`src/rtl/ctu_dbgbus_arb_pkg.sv`:
```
// Shared definitions for the debug-bus arbiter: FSM state encodings and the
// default payload width.
package ctu_dbgbus_arb_pkg;

  localparam int DBG_DW = 40;

  localparam logic [1:0] ST_IDLE = 2'b00;
  localparam logic [1:0] ST_GNT0 = 2'b01;
  localparam logic [1:0] ST_GNT1 = 2'b10;

endpackage

```
`src/rtl/ctu_dbgbus_arb_cnt.sv`:
```
// Saturating drop counter: adds 0..2 per cycle, sticks at all-ones,
// synchronous clear wins over any increment.
module ctu_dbgbus_arb_cnt #(
  parameter int CNTW = 8
) (
  input  logic            rclk,
  input  logic            arst_l,
  input  logic            clr,
  input  logic [1:0]      inc,
  output logic [CNTW-1:0] cnt
);

  localparam logic [CNTW:0] CNT_MAX = {1'b0, {CNTW{1'b1}}};

  logic [CNTW-1:0] cnt_reg;
  logic [CNTW-1:0] cnt_next;
  logic [CNTW:0]   sum;

  // One extra bit of headroom so +2 from max-1 is caught before it wraps.
  always_comb begin
    sum      = {1'b0, cnt_reg} + {{(CNTW - 1){1'b0}}, inc};
    cnt_next = sum[CNTW-1:0];
    if (clr) begin
      cnt_next = '0;
    end else if (sum > CNT_MAX) begin
      cnt_next = '1;
    end
  end

  always_ff @(posedge rclk or negedge arst_l) begin
    if (!arst_l) begin
      cnt_reg <= '0;
    end else begin
      cnt_reg <= cnt_next;
    end
  end

  assign cnt = cnt_reg;

endmodule

```
`src/rtl/ctu_dbgbus_arb.sv`:
```
// Two-source debug-bus arbiter with per-source burst limit, registered
// payload output and a saturating count of dropped (ungranted) cycles.
module ctu_dbgbus_arb
  import ctu_dbgbus_arb_pkg::*;
#(
  parameter int DW   = DBG_DW,
  parameter int CNTW = 8
) (
  input  logic            rclk,
  input  logic            arst_l,
  input  logic            dbg_en,
  input  logic [3:0]      burst_len,
  input  logic [DW-1:0]   b0_data,
  input  logic            b0_vld,
  input  logic [DW-1:0]   b1_data,
  input  logic            b1_vld,
  input  logic            drop_clr,
  output logic            b0_gnt,
  output logic            b1_gnt,
  output logic [DW-1:0]   dbgbus_out,
  output logic            dbgbus_vld,
  output logic            dbgbus_src,
  output logic [CNTW-1:0] drop_cnt
);

  logic [1:0]    state_reg, state_next;
  logic [3:0]    burst_cnt_reg, burst_cnt_next;
  logic          last_owner_reg, last_owner_next;
  logic [DW-1:0] out_reg;
  logic          vld_reg, src_reg;

  logic          acc0, acc1;
  logic          own_vld, oth_vld;
  logic          limit_hit;
  logic [1:0]    other_state;
  logic [1:0]    drop_inc;

  assign b0_gnt = (state_reg == ST_GNT0);
  assign b1_gnt = (state_reg == ST_GNT1);

  assign acc0 = dbg_en & b0_gnt & b0_vld;
  assign acc1 = dbg_en & b1_gnt & b1_vld;

  assign drop_inc = {1'b0, b0_vld & ~acc0} + {1'b0, b1_vld & ~acc1};

  always_comb begin
    own_vld     = b1_gnt ? b1_vld : b0_vld;
    oth_vld     = b1_gnt ? b0_vld : b1_vld;
    other_state = b1_gnt ? ST_GNT0 : ST_GNT1;
    limit_hit   = (burst_len != 4'd0) && (burst_cnt_reg == (burst_len - 4'd1));

    state_next      = state_reg;
    burst_cnt_next  = '0;
    last_owner_next = last_owner_reg;
    if (b0_gnt) last_owner_next = 1'b0;
    if (b1_gnt) last_owner_next = 1'b1;

    if (!dbg_en) begin
      state_next = ST_IDLE;
    end else begin
      case (state_reg)
        ST_IDLE: begin
          // Tie goes to whichever source did not own the bus most recently.
          if (b0_vld && b1_vld)  state_next = last_owner_reg ? ST_GNT0 : ST_GNT1;
          else if (b0_vld)       state_next = ST_GNT0;
          else if (b1_vld)       state_next = ST_GNT1;
          else                   state_next = ST_IDLE;
        end
        ST_GNT0, ST_GNT1: begin
          if (!own_vld) begin
            state_next = oth_vld ? other_state : ST_IDLE;
          end else if (limit_hit) begin
            // Limit with no competitor: keep the bus, start a fresh burst.
            state_next = oth_vld ? other_state : state_reg;
          end else begin
            burst_cnt_next = burst_cnt_reg + 4'd1;
          end
        end
        default: state_next = ST_IDLE;
      endcase
    end
  end

  always_ff @(posedge rclk or negedge arst_l) begin
    if (!arst_l) begin
      state_reg      <= ST_IDLE;
      burst_cnt_reg  <= '0;
      last_owner_reg <= 1'b1;
    end else begin
      state_reg      <= state_next;
      burst_cnt_reg  <= burst_cnt_next;
      last_owner_reg <= last_owner_next;
    end
  end

  // Payload/source hold their last accepted value; only the valid drops.
  always_ff @(posedge rclk or negedge arst_l) begin
    if (!arst_l) begin
      out_reg <= '0;
      vld_reg <= 1'b0;
      src_reg <= 1'b0;
    end else begin
      vld_reg <= acc0 | acc1;
      if (acc0) begin
        out_reg <= b0_data;
        src_reg <= 1'b0;
      end else if (acc1) begin
        out_reg <= b1_data;
        src_reg <= 1'b1;
      end
    end
  end

  assign dbgbus_out = out_reg;
  assign dbgbus_vld = vld_reg;
  assign dbgbus_src = src_reg;

  ctu_dbgbus_arb_cnt #(
    .CNTW (CNTW)
  ) u_drop_cnt (
    .rclk   (rclk),
    .arst_l (arst_l),
    .clr    (drop_clr),
    .inc    (drop_inc),
    .cnt    (drop_cnt)
  );

endmodule

```
`config.mk`:
```
export PLATFORM = sky130hd
export DESIGN_NAME = ctu_dbgbus_arb
export DESIGN_NICKNAME = d
export VERILOG_FILES = /design/src/rtl/ctu_dbgbus_arb_pkg.sv /design/src/rtl/ctu_dbgbus_arb_cnt.sv /design/src/rtl/ctu_dbgbus_arb.sv
export SDC_FILE = /design/constraint.sdc
export NUM_CORES = 1
export LEC_CHECK = 0
export ABC_AREA = 0
export CORE_ASPECT_RATIO = 0.8
export CORE_MARGIN = 2
export CORE_UTILIZATION = 30
export DETAILED_ROUTE_END_ITERATION = 10
export GPL_TIMING_DRIVEN = 0
export PLACE_DENSITY = 0.65
export SLEW_MARGIN = 10
export SYNTH_ARGS = -nofsm -noshare
export SYNTH_HDL_FRONTEND = slang
export SYNTH_SLANG_ARGS = --single-unit
```
`constraint.sdc`:
```
create_clock -name rclk -period 2.3 [get_ports rclk]
set_input_delay 0.46 -clock rclk [delete_from_list [all_inputs] [get_ports rclk]]
set_output_delay 0.46 -clock rclk [all_outputs]
set_load 0.05 [all_outputs]
```
==> summary.md, run 1 <==
| Metric | Value |
|---|---|
| Max IR drop VDD | 0.618 mV |
| Top_reg_cell synth | dfrtp_1 |
| Vias in the first global route | 2,692 |
| Final setup viols | 0 |
| Yosys warning count | 0 |
| Synth top area share | 48.9% |
| Max frequency | 448 MHz |
| Die footprint | 10,400 um2 |
| Area of the multi-input gates | 1340 um2 |
| Worst Path Arrival | 1770 ps |
| Clk root buf | clkbuf_16 |
| Max reg flops | 40 |
| Share of cells above drive strength 1 | 10.1% |
| CP max FO | 3 |
| Leading cell type in the layout, fill and taps excluded | clkdlybuf4s50_1 |
| PwrDens | 1250 nW/um2 |
| CP Launch Type | flop |
| Clock Path Buffers | 2 |
| Layout filler cell count | 875 |
| Antenna Violating Nets Remaining | 0 |
| Initial DRT Pass Iterations | 4 |
| Clk sinks | 57 |
| Synthesized cell area | 2870 um2 |
| Commonest cells after routing, fill and taps aside | clkdlybuf4s50_1, dfrtp_1, nand2_1 |
| Tightest Pin Transition | 750 ps |
| CTS tree | done |
| Syn Nets | 378 |
| Die Y-Extent | 91.4 um |
| H-tree levels | 3 |
| CTS Buf Count | 9 |
| Slew margin rel. | 50.0% |
| Sequential-to-total area share from yosys stat | 49.8% |
| HP Class | primary input to asynchronous set/reset pin |
| Final Net Count | 530 |
| Drt total wl | 8.06 mm |
| Initial antenna violation count | 0 |
| Avg Cell Area, Syn | 10.2 um2 |
| Top post-synthesis cells by area | dfrtp_1, mux2i_1, o21ai_0 |
| Top Metal Used | met4 |
| WS Path Type | flop to primary output |
| Ant diodes | 0 |
| Synth cell types | 33 |
| Row Count | 31 |
| Cell count after synthesis | 280 |
| FFs w/ async S/R, synth | 100% |
| Layout area overhead | 65.4% |
| Sequential cell area | 1430 um2 |
| Starting DRT DRC Count | 84 |
| Die X | 113 um |
| Crit end category | primary output |
| Hold Vio Cnt, Final | 0 |
| Setup TNS | 0 ps |
| Worst-path clk slew | 50 ps |
| WL met2 | 3.69 mm |
| Final core utilization | 51.8% |
| DPL Wire Length | 5.80 mm |
| Leak | 0.00219 uW |
| GP Congestion | 0.739 |
| Max-cap violation count | 0 |
| Worst skew pair latency | 320 ps |
| Core region area | 9150 um2 |
| Status | complete, no violations |
| Min Clock Period, post-route | 2230 ps |
| Gr ovfl total | 0 |
| Fin crit share | 97.1% |
| Met3 wire length | 549 um |
| I/O Buffers | 139 |
| I/O pin count | 142 |
| Met1 Wirelength | 3.74 mm |
| Hold WS | 203 ps |
| DRC | 0 |
| Yosys reg bits | 57 |
| Fin. max-slew vios | 0 |
| Wire per inst | 14.6 um |
| Largest net degree at the start of global routing | 58 |
| First-pass GRT wire length | 13.4 mm |
| Cell taking the most area after synthesis | dfrtp_1 |
| Worst Skew | 8.15 ps |
| Total track usage | 16.2% |
| Number of flops mapped to enable cells by yosys | 0 |
| Initial Util | 31.3% |
| Critical Path RT | 1840 ps |
| RSZ-0062 raised after global routing | no |
| Via count | 2,595 |
| R2R setup slack | 170 ps |
| DR vias/cell | 4.70 |
[final timing paths]
kind | startpoint | endpoint | depth (start not counted)
worst max-delay path | state_reg[0] | b1_gnt | 3
worst min-delay path | arst_l | burst_cnt_reg[3] | 1
worst max register to register | state_reg[0] | u_drop_cnt.cnt[6] | 12
worst min register to register | burst_cnt_reg[0] | burst_cnt_reg[0] | 1
max in group asynchronous | arst_l | dbgbus_out[10] | 1
min in group rclk | drop_clr | u_drop_cnt.cnt[6] | 2
[what timing repair did]
action,CTS,global route
resized for setup,3,7
hold buffers,0,0
setup buffers,0,2
setup endpoints to repair,8,9
pin swaps,0,1
[logic make-up after synthesis]
logic type      Yosys count  share of synthesized area, %
compound gates           55                          10.3
simple gates             76                          12.0
fa+ha+maj                 8                          3.75
mux                      46                          16.2
buf+inv                  27                          4.63
flops                    57                          49.8
xor+xnor                 11                          3.36
[synthesized netlist by cell type (2+ instances only)]
cell      number
dfrtp_1       56
xor2_1         3
o21ai_0       42
nor3b_1        2
nand3_1        7
a31o_2         2
and3_1         3
clkbuf_1       3
nand2b_1       2
buf_2          7
mux2_2         2
nor2_1         6
nor3_1         3
mux2_1         2
inv_1         11
nand2_1       48
mux2i_1       42
buf_4          4
xnor2_1        8
ha_1           7
a21oi_1        8
[per-layer routing]
metal	vias to the layer above	track usage [%]
met2	99	25.2
li1	1266	-
met1	1223	21.5
met3	7	5.27
met4	0	4.57
met5	-	0
[worst max-delay path, stage by stage, from the launching register on]
cell             delay (ps)
dfrtp_1                 390
inv_1                    90
ha_2                    190
clkdlybuf4s50_1         800
[stage by stage]
| stage | power (uW) | worst slack (ps) | instance area [um2] | instances |
|---|---|---|---|---|
| 6_report | 5940 | 66.7 | 4740 | 552 |
| 5_1_grt | 6250 | 10.6 | 4740 | 552 |
| 4_1_cts | 5990 | 4.86 | 4700 | 550 |
| 3_5_place_dp | 4650 | -356 | 4400 | 534 |
| 3_3_place_gp | 4610 | -1240 | 4410 | 534 |
| 2_1_floorplan | 3540 | 34.6 | 2870 | 280 |
[cell type report]
class	instances	share of cell area, %
plain buffers	16	1.93
clock buffers	13	5.28
clock inverters	3	0.845
inverters	11	0.871
multi-input cells	196	28.3
flip-flops and latches	57	30.1
well taps	115	3.04
repair buffers	141	29.6
[report_power, final]
part	switching (uW)	internal, uW
Clock	444	864
Combinational	1920	1110
Sequential	217	1390
Note: power is estimated with default switching activity, not from simulation.
==> run 2, diff against run 1 <==
- CTS_CLUSTER_DIAMETER: not set -> 120
==> results of run 2 <==
Final layout, timing and power as in run 1 (identical DEF).
==> run 3, diff against run 2 <==
- PLACE_DENSITY: 0.65 -> 0.73
==> summary.md, run 3 (synthesis results as in run 1) <==
| Metric | Value |
|---|---|
| Ant diodes | 0 |
| CP Launch Type | flop |
| Worst Skew | 7.55 ps |
| Row Count | 31 |
| Final setup viols | 0 |
| Clk sinks | 57 |
| Commonest cells after routing, fill and taps aside | clkdlybuf4s50_1, dfrtp_1, nand2_1 |
| Fin crit share | 97.6% |
| Starting DRT DRC Count | 74 |
| Antenna Violating Nets Remaining | 0 |
| HP Class | primary input to asynchronous set/reset pin |
| Max reg flops | 40 |
| PwrDens | 1250 nW/um2 |
| RSZ-0062 raised after global routing | yes |
| Gr ovfl total | 0 |
| Vias in the first global route | 2,610 |
| Slowest library cell on the worst path | clkdlybuf4s50_1 |
| Min Clock Period, post-route | 2250 ps |
| RR Endpoint | u_drop_cnt.cnt[6] |
| WP depth | 3 |
| Clock Path Buffers | 2 |
| Crit end category | primary output |
| Worst-path clk slew | 50 ps |
| Status | complete, no violations |
| CTS Buf Count | 9 |
| Share of cells above drive strength 1 | 10.8% |
| R2R setup slack | 120 ps |
| I/O pin count | 142 |
| Worst r2r src | state_reg[0] |
| Crit path largest cell delay | 800 ps |
| Non-filler cells, final | 552 |
| WS Path Type | flop to primary output |
| Reg2Reg Depth | 12 |
| First-pass GRT wire length | 12.6 mm |
| Layout filler cell count | 871 |
| DRC | 0 |
| CTS tree | done |
| Final Net Count | 530 |
| Initial antenna violation count | 0 |
| Worst skew pair latency | 320 ps |
| Max IR drop VDD | 0.764 mV |
| Crit-path cells | inv_2, ha_2, clkdlybuf4s50_1 |
| Crit path buf inv count | 2 |
| Tightest Pin Transition | 729 ps |
| Hold WS | 211 ps |
| Die X | 113 um |
| Tot Pwr | 5940 uW |
| H-tree levels | 3 |
| Placed cell count | 534 |
| Via count | 2,598 |
| Worst Path Arrival | 1790 ps |
| Die Y-Extent | 91.4 um |
| Critical Path RT | 1840 ps |
| GP Congestion | 0.736 |
| Clk root buf | clkbuf_16 |
| Core region area | 9150 um2 |
| Post-Layout Inst Area | 4730 um2 |
| CP max FO | 4 |
| Drt total wl | 7.96 mm |
| CP delay by family, top | buffers and inverters |
| Max frequency | 445 MHz |
| Slew margin rel. | 51.4% |
| Leading cell type in the layout, fill and taps excluded | clkdlybuf4s50_1 |
| Max-cap violation count | 0 |
| Hold Vio Cnt, Final | 0 |
| Wire per inst | 14.4 um |
| Layout area overhead | 65.2% |
| Hold_buf cts | 0 |
| Fin. max-slew vios | 0 |
| Cell Area, Placed | 4400 um2 |
| Largest net degree at the start of global routing | 58 |
| Die footprint | 10,400 um2 |
| Initial DRT Pass Iterations | 4 |
| DR vias/cell | 4.71 |
| Leak | 0.00218 uW |
| Total track usage | 15.4% |
| I/O Buffers | 139 |
| Initial Util | 31.3% |
| DPL Wire Length | 6.03 mm |
run 3: cell types whose count changed in the layout (fill, tap and decap cells not counted), sizes merged:
cell,change
clkbuf,-2
clkdlybuf4s50,+1
clkinvlp,+2
dlymetal6s2s,-1
run 3: metrics by stage:
| step | utilization (%) | setup slack [ps] | setup TNS, ps |
|---|---|---|---|
| 2_1_floorplan | - | 34.6 | 0 |
| 3_3_place_gp | 48.1 | -1140 | -66230 |
| 3_5_place_dp | 48.1 | -410 | -3030 |
| 4_1_cts | 51.5 | 2.60 | 0 |
| 5_1_grt | 51.7 | -26.6 | -48.0 |
| 6_report | 51.7 | 54.8 | 0 |
run 3: how the worst max path moves through the flow:
stage                             from                end  slack (ps)
after floorplan           state_reg[0]  u_drop_cnt.cnt[6]          30
after global placement          arst_l     dbgbus_out[10]       -1140
after detailed placement        dbg_en  u_drop_cnt.cnt[0]        -410
after CTS                 state_reg[0]  u_drop_cnt.cnt[6]           3
after global routing      state_reg[0]  u_drop_cnt.cnt[6]         -30
final                     state_reg[0]             b1_gnt          50
run 3: repair_timing:
action | in CTS | in global routing
buffers inserted | 1 | 1
gates resized for setup | 4 | 5
setup endpoints to repair | 8 | 9
run 3: layer usage:
layer  GRT usage [%]  part of all wire (%)  vias up
met1            18.7                    43     1228
li1                -                     -     1259
met3            5.74                   8.5        9
met4            3.96                  0.88        0
met2            25.6                    48      102
met5               0                     0        -
run 3: where the power goes:
| group | leakage, uW | internal, uW | total [uW] | switching (uW) |
|---|---|---|---|---|
| clock network | 0.000142 | 863 | 1300 | 439 |
| registers | 0.000722 | 1390 | 1610 | 223 |
| logic | 0.00132 | 1110 | 3030 | 1920 |
run 3: worst reg2reg max path, cell delays in order, from the launching register on:
cell	delay, ps
dfrtp_1	400
inv_2	60
ha_2	190
buf_6	130
nand2_1	60
nand2_1	80
fa_2	360
inv_2	70
ha_2	170
and3_4	220
nand3_1	100
mux2i_1	170
nor2_1	50
run 3: final cells by class:
cell class	count	area [um2]	share of cell area, %
Sequential cell	57	1430	30.2
Clock buffer	11	243	5.13
Timing Repair Buffer	141	1400	29.6
Buffer	16	91.3	1.93
Tap cell	115	144	3.04
Multi-Input combinational cell	196	1330	28.1
Clock inverter	5	55.1	1.16
Inverter	11	41.3	0.872
